**config.mk**
```make
export PLATFORM = sky130hd
export DESIGN_NAME = riscv_boot_ctrl
export DESIGN_NICKNAME = d
export VERILOG_FILES = /design/src/rtl/riscv_boot_ctrl.sv
export SDC_FILE = /design/constraint.sdc
export NUM_CORES = 1
export LEC_CHECK = 0
export CAP_MARGIN = 20
export CORE_MARGIN = 2
export CORE_UTILIZATION = 32
export CTS_BUF_LIST = sky130_fd_sc_hd__clkbuf_8
export DETAILED_ROUTE_END_ITERATION = 8
export PLACE_DENSITY = 0.6
export SLEW_MARGIN = 40
export SYNTH_ARGS = -nofsm -noshare
export SYNTH_HDL_FRONTEND = slang
export SYNTH_SLANG_ARGS = --single-unit
```
**constraint.sdc**
```tcl
create_clock -name clk -period 4.8 [get_ports clk]
set_input_delay 0.48 -clock clk [delete_from_list [all_inputs] [get_ports clk]]
set_output_delay 0.48 -clock clk [all_outputs]
set_load 0.03 [all_outputs]
```
**src/rtl/riscv_boot_ctrl.sv**
```systemverilog
// rtl/riscv_boot_ctrl.sv - byte-stream load-and-run controller for the riscv32 core
// Decodes IMEM/DMEM load frames into memory writes and RUN frames into a bounded core_start window.
module riscv_boot_ctrl #(
  parameter int IMEM_AW = 10,
  parameter int DMEM_AW = 8
) (
  input  logic               clk,
  input  logic               rst_n,
  input  logic               s_valid,
  input  logic [7:0]         s_data,
  output logic               s_ready,
  output logic               imem_we,
  output logic [IMEM_AW-1:0] imem_addr,
  output logic [7:0]         imem_wdata,
  output logic               dmem_we,
  output logic [DMEM_AW-1:0] dmem_addr,
  output logic [31:0]        dmem_wdata,
  output logic               core_start,
  input  logic               core_halt,
  input  logic               abort,
  output logic               busy,
  output logic               run_done,
  output logic               run_halted,
  output logic               err,
  output logic [31:0]        cycle_count
);

  typedef enum logic [3:0] {
    ST_IDLE, ST_ADDR_H, ST_ADDR_L, ST_LEN_H, ST_LEN_L, ST_PAYLOAD,
    ST_MAX0, ST_MAX1, ST_MAX2, ST_MAX3, ST_RUN
  } state_t;

  state_t             r_state;
  logic               r_is_dmem;
  logic [7:0]         r_ahi;
  logic [7:0]         r_lhi;
  logic [15:0]        r_len;
  logic [IMEM_AW-1:0] r_iptr;
  logic [DMEM_AW-1:0] r_dptr;
  logic [23:0]        r_shift;
  logic [1:0]         r_bcnt;
  logic [31:0]        r_max;

  logic        w_accept;
  logic [15:0] w_len;
  logic [31:0] w_cnt_inc;
  logic        w_timeout;

  assign s_ready   = (r_state != ST_RUN);
  assign busy      = (r_state != ST_IDLE);
  assign w_accept  = s_valid && s_ready;
  assign w_len     = {r_lhi, s_data};
  assign w_cnt_inc = (cycle_count == 32'hFFFF_FFFF) ? cycle_count : cycle_count + 32'd1;
  assign w_timeout = (r_max != 32'd0) && (w_cnt_inc == r_max);

  always_ff @(posedge clk or negedge rst_n) begin
    if (!rst_n) begin
      r_state     <= ST_IDLE;
      r_is_dmem   <= 1'b0;
      r_ahi       <= 8'h00;
      r_lhi       <= 8'h00;
      r_len       <= 16'h0000;
      r_iptr      <= '0;
      r_dptr      <= '0;
      r_shift     <= 24'h000000;
      r_bcnt      <= 2'd0;
      r_max       <= 32'd0;
      imem_we     <= 1'b0;
      imem_addr   <= '0;
      imem_wdata  <= 8'h00;
      dmem_we     <= 1'b0;
      dmem_addr   <= '0;
      dmem_wdata  <= 32'd0;
      core_start  <= 1'b0;
      run_done    <= 1'b0;
      run_halted  <= 1'b0;
      err         <= 1'b0;
      cycle_count <= 32'd0;
    end else begin
      imem_we  <= 1'b0;
      dmem_we  <= 1'b0;
      run_done <= 1'b0;
      case (r_state)
        ST_IDLE: if (w_accept) begin
          case (s_data)
            8'h01: begin r_is_dmem <= 1'b0; err <= 1'b0; r_state <= ST_ADDR_H; end
            8'h02: begin r_is_dmem <= 1'b1; err <= 1'b0; r_state <= ST_ADDR_H; end
            8'h03: begin err <= 1'b0; r_state <= ST_MAX0; end
            default: err <= 1'b1;
          endcase
        end
        ST_ADDR_H: if (w_accept) begin
          r_ahi   <= s_data;
          r_state <= ST_ADDR_L;
        end
        ST_ADDR_L: if (w_accept) begin
          r_iptr  <= IMEM_AW'({r_ahi, s_data});
          r_dptr  <= DMEM_AW'({r_ahi, s_data});
          r_state <= ST_LEN_H;
        end
        ST_LEN_H: if (w_accept) begin
          r_lhi   <= s_data;
          r_state <= ST_LEN_L;
        end
        ST_LEN_L: if (w_accept) begin
          r_len   <= w_len;
          r_bcnt  <= 2'd0;
          r_state <= (w_len == 16'd0) ? ST_IDLE : ST_PAYLOAD;
        end
        ST_PAYLOAD: if (w_accept) begin
          if (!r_is_dmem) begin
            imem_we    <= 1'b1;
            imem_addr  <= r_iptr;
            imem_wdata <= s_data;
            r_iptr     <= r_iptr + IMEM_AW'(1);
            r_len      <= r_len - 16'd1;
            if (r_len == 16'd1) r_state <= ST_IDLE;
          end else begin
            // Words arrive MSB first; the fourth byte completes and commits the word.
            r_shift <= {r_shift[15:0], s_data};
            r_bcnt  <= r_bcnt + 2'd1;
            if (r_bcnt == 2'd3) begin
              dmem_we    <= 1'b1;
              dmem_addr  <= r_dptr;
              dmem_wdata <= {r_shift, s_data};
              r_dptr     <= r_dptr + DMEM_AW'(1);
              r_len      <= r_len - 16'd1;
              if (r_len == 16'd1) r_state <= ST_IDLE;
            end
          end
        end
        ST_MAX0: if (w_accept) begin r_max <= {r_max[23:0], s_data}; r_state <= ST_MAX1; end
        ST_MAX1: if (w_accept) begin r_max <= {r_max[23:0], s_data}; r_state <= ST_MAX2; end
        ST_MAX2: if (w_accept) begin r_max <= {r_max[23:0], s_data}; r_state <= ST_MAX3; end
        ST_MAX3: if (w_accept) begin
          r_max       <= {r_max[23:0], s_data};
          cycle_count <= 32'd0;
          core_start  <= 1'b1;
          r_state     <= ST_RUN;
        end
        ST_RUN: begin
          // The count includes the current cycle, so an end event here leaves it equal to cycles run.
          cycle_count <= w_cnt_inc;
          if (core_halt || abort || w_timeout) begin
            core_start <= 1'b0;
            run_done   <= 1'b1;
            run_halted <= core_halt;
            r_state    <= ST_IDLE;
          end
        end
        default: r_state <= ST_IDLE;
      endcase
    end
  end

endmodule

```
==> impl_metrics.py, run 1 <==
metrics = {
    "routing": {
        "firstDrtPassIters": 7,
        "vias_per_cell": 5.53,
        "wirelength_um": 35000,
        "drc": 0,
        "num_vias": 9402,
        "wl_per_cell_um": 20.6,
        "antenna_left": 0,
        "drtIter0Drc": 889,
    },
    "clock_tree": {
        "cts_tree": "yes",
        "clkTransAtPathRegs_ns": 0.06,
        "htree_levels": 2,
        "cts_made_buffers": 39,
        "post_cts_buffers": 0,
        "clock_latency_ns": 0.56,
        "cts_resized": 0,
        "cts-root-buf": "clkbuf_8",
        "holdBufCountCts": 1,
        "cts.sink_count": 203,
        "cts_max_path_buffers": 3,
    },
    "placement": {
        "dp_cells": 1632,
        "routabilityCongestion": 0.948,
        "numPortBuffers": 110,
        "post-place-ws_ns": 0.973,
        "dp_hpwl_um": 24300,
    },
    "power_and_ir_drop": {
        "p_leak_nw": 5.50,
        "power_density_nw_per_um2": 511,
        "peakVddDrop_mv": 0.229,
    },
    "sta": {
        "rsz0062_at_grt": "false",
        "skew_ns": 0.0304,
        "slew_viol_final": 0,
        "hold_violations": 0,
        "min_period_over_period_pct": 81.7,
        "setup_ws_ns": 0.879,
        "fmax_mhz": 255,
        "worst_hold_slack_ns": 0.393,
        "slew_headroom_pct": 49.1,
        "tightest_slew_ns": 0.763,
        "fin_tns_setup_ns": 0,
        "setup_viol_count_final": 0,
        "layout_min_cycle_time_ns": 3.92,
    },
    "yosys": {
        "synth_top_area_share_pct": 47.1,
        "synth_area_leader_cell": "dfrtp_1",
        "synth_edf_count": 0,
        "synthArstFlopShare_pct": 100,
        "netlist_area_um2": 10800,
        "synthFlopType": "dfrtp_1",
        "syn_nets": 1147,
        "netlist_top_cells_area": "dfrtp_1 (47%), mux2_2 (11%), nand2_1 (4.9%)",
        "netlist_instances": 1128,
        "avgSynthCellArea_um2": 9.57,
        "synth_seq_cells": 203,
        "yosysMostFrequentCell": "dfrtp_1",
        "yosysWarnings": 0,
        "synth_common_cells": "dfrtp_1 (203), nand2_1 (142), mux2_2 (106)",
        "ys_seq_area_share_pct": 47.1,
        "yosysUniqueCellTypes": 67,
    },
    "finish": {
        "nFillCells": 3377,
        "drive_gt1_share_pct": 16.0,
        "fin_cells": 1701,
        "num-nets-final": 1246,
        "area_delta_synth_final_pct": 21.8,
        "multi_input_area_um2": 5320,
        "register_area_um2": 5080,
        "antenna_cells": 0,
    },
    "floorplanning": {
        "placeableCoreArea_um2": 33400,
        "die-area_um2": 35200,
        "initial_utilization_pct": 32.4,
        "die_w_um": 188,
        "std_cell_rows": 67,
        "ios": 111,
        "fp.dieH_um": 188,
    },
    "global_routing": {
        "grt_pass1_wl_um": 55000,
        "grt_max_degree": 96,
        "grt_pass1_vias": 9139,
        "gr-total-overflow": 0,
        "grtUsageTotal_pct": 19.8,
        "antenna_found_initial": 0,
    },
    "critical_path": {
        "cp-start-kind": "register",
        "end_kind": "register",
        "slowest_delay_ns": 0.73,
        "crit_top_cell": "or4_1",
        "crit_arrival_ns": 4.36,
        "r2r_slack_ns": 0.88,
        "worstPathMaxFanout": 15,
        "crit_required_ns": 5.24,
        "cpMaxStageDelayCell": "or4_1",
        "path_cells": "ha_1 > nand3_1 > or4_1 > nor3_1 > o221ai_1 > or4_1 > nor4_2 > and3_1 > o21ai_1 > a21o_1",
        "critPathKind": "register to register",
    },
    "job": {
        "cap_violations": 0,
    },
    "hold_path": {
        "hold_class": "primary input to async pin",
    },
    "status": {
        "status": "completed",
    },
}
[where the power goes]
group	switching (W)	internal [W]	total [W]
logic	0.00119	0.000933	0.00212
clock network	0.000759	0.000947	0.00171
registers	0.000738	0.00215	0.00289
total	0.00269	0.00403	0.00672
[flip-flops by register name, indices dropped and copies added (netlist names), 4 cells and up]
register / count
dmem_wdata: 32
cycle_count: 32
r_max: 32
imem_wdata: 8
r_len: 16
r_iptr: 10
r_state: 4
imem_addr: 10
r_dptr: 8
dmem_addr: 8
r_shift: 24
r_lhi: 8
[cell usage in the layout (no fill, tap or decap), drive strengths merged, types with 6 or more instances in the layout]
cell,n
dfrtp,203
nand2,143
clkdlybuf4s50,109
mux2,107
o21ai,89
nor2,66
a21oi,59
nand3,46
clkbuf,45
nand4,37
inv,35
nor3,29
buf,26
nor4,25
a31oi,21
xnor2,20
nor2b,16
xor2,15
o22a,12
o31ai,11
or4,11
o41ai,10
and4,9
and3,9
a211oi,7
ha,6
and2,6
clkinv,6
[worst paths after layout]
| check | start | end | cells after the start |
|---|---|---|---|
| max | cycle_count[1] | r_state[3] | 10 |
| min | rst_n | imem_wdata[1] | 2 |
| max reg2reg | cycle_count[1] | r_state[3] | 10 |
| min reg2reg | imem_addr[2] | imem_addr[2] | 2 |
| max in group asynchronous | rst_n | r_shift[11] | 4 |
| min in group clk | imem_addr[2] | imem_addr[2] | 2 |
[stage by stage]
stage	power [W]	cell area, um^2	utilization (%)
global placement	0.00500	12300	37.0
CTS	0.00675	13100	39.4
floorplan	0.00413	10800	-
finish	0.00672	13100	39.4
detailed placement	0.00501	12400	37.1
global route	0.00712	13100	39.4
[routing by layer]
metal  part of all wire (%)  wire (um)  track usage [%]
met3                    6.9       2410             4.30
met1                     47      16300             28.1
met4                    3.0       1040             7.39
met5                      0          0                0
met2                     43      15200             29.6
[cells by family after synthesis]
| family | count (synthesis) | share of synthesized area, % |
|---|---|---|
| AOI/OAI and AO/OA | 256 | 14.7 |
| xor gates and xnor gates | 35 | 2.84 |
| adders and majority gates | 7 | 0.788 |
| buffers and inverters | 100 | 3.80 |
| DFF | 203 | 47.1 |
| muxes | 112 | 11.7 |
| and+or+nand+nor | 415 | 19.1 |
[worst max-delay path, delay by kind of cell (launching register included)]
kind | cells | cell delay (ns)
flops | 1 | 0.58
compound gates | 3 | 0.44
simple gates | 6 | 2.32
fa+ha+maj | 1 | 0.46
[layout make-up]
type                            instances  area share, %
Clock buffer                           44           4.61
Tap cell                              448           4.26
Inverter                               21          0.600
Sequential cell                       203           38.6
Clock inverter                         23           1.19
Multi-Input combinational cell        825           40.5
Timing Repair Buffer                  137           10.2
Note: power is estimated with default switching activity, not from simulation.
==> run 2, diff against run 1 <==
Settings changed: PLACE_DENSITY 0.6 to 0.62.
Clock period 4.8 ns to 3.6 ns, I/O delays scaled along.
==> impl_metrics.py, run 2 (same netlist as run 1, synthesis figures left out) <==
metrics = {
    "finish": {
        "num-nets-final": 1304,
        "final_cell_mix": "dfrtp_1 (201), nand2_1 (141), clkdlybuf4s50_1 (109)",
        "area_delta_synth_final_pct": 25.6,
        "antenna_cells": 0,
        "drive_gt1_share_pct": 20.1,
        "final_common_cell": "dfrtp_1",
        "top_regs": "cycle_count: 32 flops, dmem_wdata: 32 flops, r_max: 32 flops",
    },
    "clock_tree": {
        "cts_made_buffers": 38,
        "cts_max_path_buffers": 3,
        "cts-root-buf": "clkbuf_8",
        "cts_tree": "yes",
        "clock_latency_ns": 0.54,
        "htree_levels": 2,
        "cts.sink_count": 203,
        "clkTransAtPathRegs_ns": 0.06,
    },
    "routing": {
        "wirelength_um": 35400,
        "num_vias": 9644,
        "firstDrtPassIters": 5,
        "vias_per_cell": 5.48,
        "wl_per_cell_um": 20.1,
        "drc": 0,
        "drtIter0Drc": 927,
        "antenna_left": 0,
    },
    "critical_path": {
        "worstPathMaxFanout": 4,
        "slowest_delay_ns": 0.61,
        "path_cells": "nand4_4 > or4_4 > mux2_4 > or4_1 > or4_1 > nor4_2 > buf_4 > and3_1 > o21ai_1 > a21o_1",
        "crit_top_cell": "or4_1",
        "path_delay_family": "simple AND/OR/NAND/NOR gates",
        "cpMaxStageDelayCell": "or4_4",
        "path_buf_inv": 1,
        "crit_required_ns": 4.02,
        "end_kind": "register",
        "cp-start-kind": "register",
        "critPathKind": "register to register",
        "crit_arrival_ns": 3.89,
    },
    "placement": {
        "dp_hpwl_um": 25200,
        "numPortBuffers": 110,
        "routabilityCongestion": 0.948,
    },
    "global_routing": {
        "grt_max_degree": 93,
        "gr-total-overflow": 0,
        "grt_pass1_vias": 9676,
        "antenna_found_initial": 0,
        "grtUsageTotal_pct": 20.2,
        "grt_pass1_wl_um": 56500,
    },
    "floorplanning": {
        "die-area_um2": 35200,
        "die_w_um": 188,
        "std_cell_rows": 67,
        "fp.dieH_um": 188,
        "placeableCoreArea_um2": 33400,
        "initial_utilization_pct": 32.4,
        "ios": 111,
    },
    "sta": {
        "min_period_over_period_pct": 96.2,
        "fin_tns_setup_ns": 0,
        "skew_ns": 0.0292,
        "rsz0062_at_grt": "false",
        "layout_min_cycle_time_ns": 3.46,
        "setup_viol_count_final": 0,
        "hold_violations": 0,
        "fmax_mhz": 289,
        "slew_headroom_pct": 50.3,
        "tightest_slew_ns": 0.746,
        "slew_viol_final": 0,
    },
    "power_and_ir_drop": {
        "peakVddDrop_mv": 0.344,
        "total_power_w": 0.00899,
        "power_density_nw_per_um2": 663,
        "p_leak_nw": 5.79,
    },
    "hold_path": {
        "hold_class": "primary input to async pin",
    },
    "status": {
        "status": "completed",
    },
    "job": {
        "cap_violations": 0,
    },
}
## run 2: cell types whose count changed in the layout (fill, tap and decap cells not counted), moves of 2 or more
cell,delta
inv_6,+2
dfrtp_1,-2
buf_4,+62
clkbuf_8,+2
dfrtp_2,+2
## run 2: final cells by class
cell class	instances	area, um^2
tap	448	561
fill	3349	19800
timing repair buffer	196	1750
multi-input combinational	825	5330
clock buffer	46	633
inverter	21	78.8
sequential	203	5080
clock inverter	22	124
## run 2: what timing repair did
action | in CTS | in global routing
resized for setup | 0 | 4
endpoints found under the setup margin | 0 | 3
buffers inserted | 0 | 0
hold buffers | 1 | 0
endpoints found under the hold margin | 88 | 0
## run 2: through the flow
stage          cells  area (um^2)  hold slack (ns)  setup slack (ns)  util (%)
3_5_place_dp    1692        12800            0.467             0.134      38.3
5_1_grt         1761        13600            0.475           0.00391      40.6
6_report        1761        13600            0.406             0.137      40.6
3_3_place_gp    1692        12800            0.464             0.191      38.3
2_1_floorplan   1128        10800           0.0644             0.156         -
4_1_cts         1761        13500            0.478             0.123      40.6
## run 2: path summary, 6_finish.rpt
path | slack, ns | start | to | cells past startpoint
worst max-delay path | 0.14 | cycle_count[2] | r_state[3] | 10
worst min-delay path | 0.41 | rst_n | imem_we | 2
worst max register to register | 0.14 | cycle_count[2] | r_state[3] | 10
worst min register to register | 0.48 | imem_addr[0] | imem_addr[0] | 2
max in group asynchronous | 2.20 | rst_n | cycle_count[25] | 3
min in group clk | 0.48 | imem_addr[0] | imem_addr[0] | 2
## run 2: worst reg2reg max path, stage by stage (launching register included)
cell	delay, ns
dfrtp_1	0.44
nand4_4	0.10
or4_4	0.61
mux2_4	0.32
or4_1	0.52
or4_1	0.55
nor4_2	0.24
buf_4	0.17
and3_1	0.15
o21ai_1	0.09
a21o_1	0.18
## run 2: power by group
| part | switching, W | internal (W) |
|---|---|---|
| registers | 0.000836 | 0.00287 |
| clock network | 0.00101 | 0.00123 |
| logic | 0.00172 | 0.00132 |
| total | 0.00356 | 0.00543 |
## run 2: layer usage
metal / part of all wire [%] / routed length [um] / global-route usage (%)
met5: 0 / 0 / 0
met4: 2.6 / 934 / 6.45
met3: 8.2 / 2900 / 5.17
met2: 43 / 15300 / 30.5
met1: 46 / 16300 / 28.3
